### src/rtl/fetch_unit.sv
// Instruction fetch stage: PC register plus IF/ID pipeline register with stall and redirect.
// Optional macro FETCH_MISALIGN_CHK_EN enables the sticky misaligned-redirect flag.
module fetch_unit #(
   parameter logic [31:0] RESET_PC  = 32'h0000_0000,
   parameter logic [31:0] NOP_INSTR = 32'h0000_0013
) (
   input  logic        clk,
   input  logic        reset,
   output logic [31:0] pc,
   input  logic [31:0] instruction,
   input  logic        redirect_valid,
   input  logic [31:0] redirect_target,
   input  logic        id_ready,
   output logic        if_valid,
   output logic [31:0] if_pc,
   output logic [31:0] if_instr,
   output logic        misalign_err
);

   logic stall;
   assign stall = if_valid && !id_ready;

   // Low PC bits are forced to zero on every load path so pc stays word aligned.
   always_ff @(posedge clk) begin
      if (reset) begin
         pc       <= {RESET_PC[31:2], 2'b00};
         if_valid <= 1'b0;
         if_pc    <= 32'h0;
         if_instr <= NOP_INSTR;
      end else if (redirect_valid) begin
         pc       <= {redirect_target[31:2], 2'b00};
         if_valid <= 1'b0;
         if_pc    <= 32'h0;
         if_instr <= NOP_INSTR;
      end else if (!stall) begin
         pc       <= pc + 32'd4;
         if_valid <= 1'b1;
         if_pc    <= pc;
         if_instr <= instruction;
      end
   end

`ifdef FETCH_MISALIGN_CHK_EN
   always_ff @(posedge clk) begin
      if (reset)
         misalign_err <= 1'b0;
      else if (redirect_valid && (redirect_target[1:0] != 2'b00))
         misalign_err <= 1'b1;
   end
`else
   logic unused_target_lsbs;
   assign unused_target_lsbs = ^redirect_target[1:0];
   assign misalign_err = 1'b0;
`endif

endmodule

### config.mk
export PLATFORM = sky130hd
export DESIGN_NAME = fetch_unit
export DESIGN_NICKNAME = d
export VERILOG_FILES = /design/src/rtl/fetch_unit.sv
export SDC_FILE = /design/constraint.sdc
export NUM_CORES = 1
export LEC_CHECK = 0
export ABC_CLOCK_PERIOD_IN_PS = 2770
export CORE_MARGIN = 2
export CORE_UTILIZATION = 43
export DETAILED_ROUTE_END_ITERATION = 10
export GPL_TIMING_DRIVEN = 0
export HOLD_SLACK_MARGIN = 0.08
export MAX_ROUTING_LAYER = met4
export PLACE_DENSITY_LB_ADDON = 0.3
export REMOVE_ABC_BUFFERS = 1
export SLEW_MARGIN = 20
export SYNTH_ARGS = -nofsm -noshare
export SYNTH_HDL_FRONTEND = slang
export SYNTH_SLANG_ARGS = --single-unit
### constraint.sdc
create_clock -name clk -period 2.77 [get_ports clk]
set_clock_uncertainty 0.15 [all_clocks]
set_input_delay 0.554 -clock clk [delete_from_list [all_inputs] [get_ports clk]]
set_output_delay 0.554 -clock clk [all_outputs]
set_load 0.1 [all_outputs]
==> load_flow_metrics.sql <==
INSERT INTO impl_metrics (metric_group, metric, value, unit) VALUES
('outcome', 'status', 'complete, no violations', ''),
('finish', 'n_fill_cell', '804', ''),
('finish', 'layout_commonest_cell', 'clkdlybuf4s50_1', ''),
('timing', 'slew_viol_final', '0', ''),
('logic_synthesis', 'postSynthCellCount', '517', ''),
('global_routing', 'antenna_found_initial', '0', ''),
('clock_tree', 'cts_hold_buf', '0', ''),
('placed_design', 'portBuffers', '158', ''),
('finish', 'fin_nets', '719', ''),
('worst_setup_path', 'reg2reg_to', 'pc[18]', ''),
('floorplanning', 'fp.dieArea', '10200', 'µm²'),
('worst_setup_path', 'cp_slowest_cell', 'clkdlybuf4s50_1', ''),
('logic_synthesis', 'ys_types', '44', ''),
('floorplanning', 'placement_rows', '35', ''),
('power_and_ir_drop', 'share_clk_of_total_power', '25.7', '%'),
('worst_setup_path', 'timing.rr.start', 'pc[10]', ''),
('clock_tree', 'clock-sinks', '93', ''),
('finish', 'area_delta_synth_final', '44.6', '%'),
('flow_run', 'timing.max_cap.violations', '0', ''),
('power_and_ir_drop', 'leakage', '2.16', 'nW'),
('drt', 'count_of_tritonroute_iterations_in_the_first_routing_pass', '4', ''),
('timing', 'final.min_clock_period', '2.73', 'ns'),
('logic_synthesis', 'number_of_enable_type_register_cells_in_the_synthesized_netlist', '0', ''),
('worst_setup_path', 'setup.worst_path.class', 'reg -> out', ''),
('drt', 'post_drt_wl_per_cell', '15.7', 'µm'),
('clock_tree', 'clkLatencyLatePin', '0.35', 'ns'),
('drt', 'drt_iter0_markers', '137', ''),
('power_and_ir_drop', 'switching_share', '38.1', '%'),
('power_and_ir_drop', 'power.combinational.fraction', '28.6', '%'),
('global_routing', 'vias_in_the_first_global_route', '3822', ''),
('drt', 'vias_per_std_cell', '5.38', ''),
('floorplanning', 'pin_count', '166', ''),
('worst_setup_path', 'timing.critical_path.to', 'pc[24]', ''),
('clock_tree', 'ctsHtreeMaxLevel', '3', ''),
('drt', 'drt_drc_violations_left', '0', ''),
('finish', 'final_cell_count_no_fill', '766', ''),
('logic_synthesis', 'syn_area_per_cell', '7.82', 'µm²'),
('clock_tree', 'cts_root_buffer', 'clkbuf_8', ''),
('worst_setup_path', 'crit_chain', 'clkdlybuf4s50_1', ''),
('floorplanning', 'fp.dieW', '101', 'µm'),
('timing', 'hold_viol', '0', ''),
('logic_synthesis', 'synth.largest_area_cell', 'dfxtp_1', ''),
('timing', 'setup_total_negative_slack', '0', 'ns'),
('timing', 'fin_crit_sh', '98.5', '%'),
('min_path', 'worst_min_path_class', 'reg -> reg', ''),
('worst_setup_path', 'worstPathArrival', '2.03', 'ns'),
('clock_tree', 'postCtsSetupBuffers', '0', ''),
('power_and_ir_drop', 'seq_power_share', '45.7', '%'),
('placed_design', 'placed_cells_incl_taps', '749', ''),
('finish', 'layout-drive-gt1-share', '3.97', '%'),
('timing', 'headroom_to_the_max_slew_limit', '32.1', '%'),
('worst_setup_path', 'timing.critical_path.from', 'pc[24]', ''),
('worst_setup_path', 'critPathBufInv', '1', ''),
('floorplanning', 'core-area', '9200', 'µm²'),
('worst_setup_path', 'end_kind', 'primary output', ''),
('worst_setup_path', 'cp_data_required_time', '2.07', 'ns'),
('finish', 'layout.core_utilization', '63.6', '%'),
('global_routing', 'grt_use_total', '24.0', '%'),
('logic_synthesis', 'synth_seq_area_share', '46.0', '%'),
('worst_setup_path', 'r2r.worst_path.cells', '4', ''),
('timing', 'report.final.setup_viol', '0', ''),
('finish', 'layout.cells.most_common_list', 'clkdlybuf4s50_1 (147), nand2_1 (143), dfxtp_1 (93), a21oi_1 (64), nor2_1 (27)', ''),
('logic_synthesis', 'postSynthRegisterBits', '93', ''),
('worst_setup_path', 'timing.critical_path.slowest_cell_delay', '1.19', 'ns'),
('placed_design', 'detailedPlacementHpwl', '8020', 'µm'),
('clock_tree', 'cts.clk_slew.worst_paths', '0.08', 'ns'),
('clock_tree', 'tritoncts', 'done', ''),
('logic_synthesis', 'yosysWarningCount', '0', ''),
('timing', 'fmax', '366', 'MHz'),
('worst_setup_path', 'start_kind', 'flip-flop', ''),
('worst_setup_path', 'critical_path.max_fanout', '9', '');
-- power by group through the flow --
stage	Combinational, mW	Clock, mW	Sequential (mW)
after global placement	0.913	0	1.50
after detailed placement	0.926	0	1.51
final	0.926	0.834	1.48
after global routing	0.966	0.908	1.49
after CTS	0.929	0.858	1.48
after floorplan	0.172	0	1.97
-- sequential cells by signal, indices dropped and copies added (netlist names) --
| name | flops |
|---|---|
| if_pc | 30 |
| if_instr | 32 |
| if_valid | 1 |
| pc | 30 |
-- routing by layer --
metal	global-route usage [%]	wire (µm)
met5	-	0
met3	4.09	799
met1	31.3	5590
met4	8.00	169
met2	37.8	5480
-- per-stage QoR --
step           instance area (µm²)  total power, mW  hold slack (ns)  worst slack (ns)
5_1_grt                       5850             3.36            0.324           0.00774
6_report                      5850             3.24            0.301            0.0407
3_5_place_dp                  5650             2.44            0.293             -1.24
4_1_cts                       5830             3.27            0.305           0.00357
2_1_floorplan                 3860             2.14            0.473            -0.818
3_3_place_gp                  5580             2.42            0.287             -2.66
-- worst min path at each step --
| stage | endpoint | startpoint |
|---|---|---|
| floorplan | pc[2] | reset |
| global placement | if_pc[12] | if_pc[12] |
| detailed placement | if_pc[12] | if_pc[12] |
| CTS | if_pc[12] | if_pc[12] |
| global route | if_pc[22] | if_pc[22] |
| finish | if_pc[11] | if_pc[11] |
-- tightest hold or removal path: cells and delay by family (launching register included) --
family / cells / cell delay, ns
AOI/OAI and AO/OA: 1 / 0.05
DFF: 1 / 0.31
and+or+nand+nor: 1 / 0.05
-- what timing repair did --
item,in CTS,in global routing
resized for setup,9,5
gates cloned,1,0
pin swaps,1,0
endpoints found under the setup margin,36,5
-- cells by family (layout without fill, tap and decap cells) --
group,count (synthesis),in the layout,synth area share [%]
simple gates,251,252,29.0
flops,93,93,46.0
xor+xnor,7,7,1.52
compound gates,112,112,17.4
buf+inv,52,185,5.66
fa+ha+maj,1,1,0.309
other cells,1,5,0.0927
-- cell usage after synthesis (4+ instances only) --
cell type  instances
nand2_1          143
a311oi_1          12
or3_1              8
o31a_1             5
or4_1             10
buf_4              6
inv_1              6
nand3_1           17
nor4_1             6
and3_1             7
nand4_1           12
dfxtp_1           93
o31ai_1            7
buf_1              5
nor2_1            27
a2111oi_0          5
and4_1             5
a21oi_1           64
clkbuf_1          29
xor2_1             6
a211oi_1           8
o21ai_0            4
-- cell type report --
| class | instances | area share [%] |
|---|---|---|
| sequential | 93 | 31.8 |
| clock buffer | 10 | 2.35 |
| multi-input combinational | 377 | 33.9 |
| tap | 111 | 2.38 |
| timing repair buffer | 161 | 28.3 |
| inverter | 8 | 0.599 |
| clock inverter | 6 | 0.621 |
No activity file was read; power rests on OpenSTA's default activity.
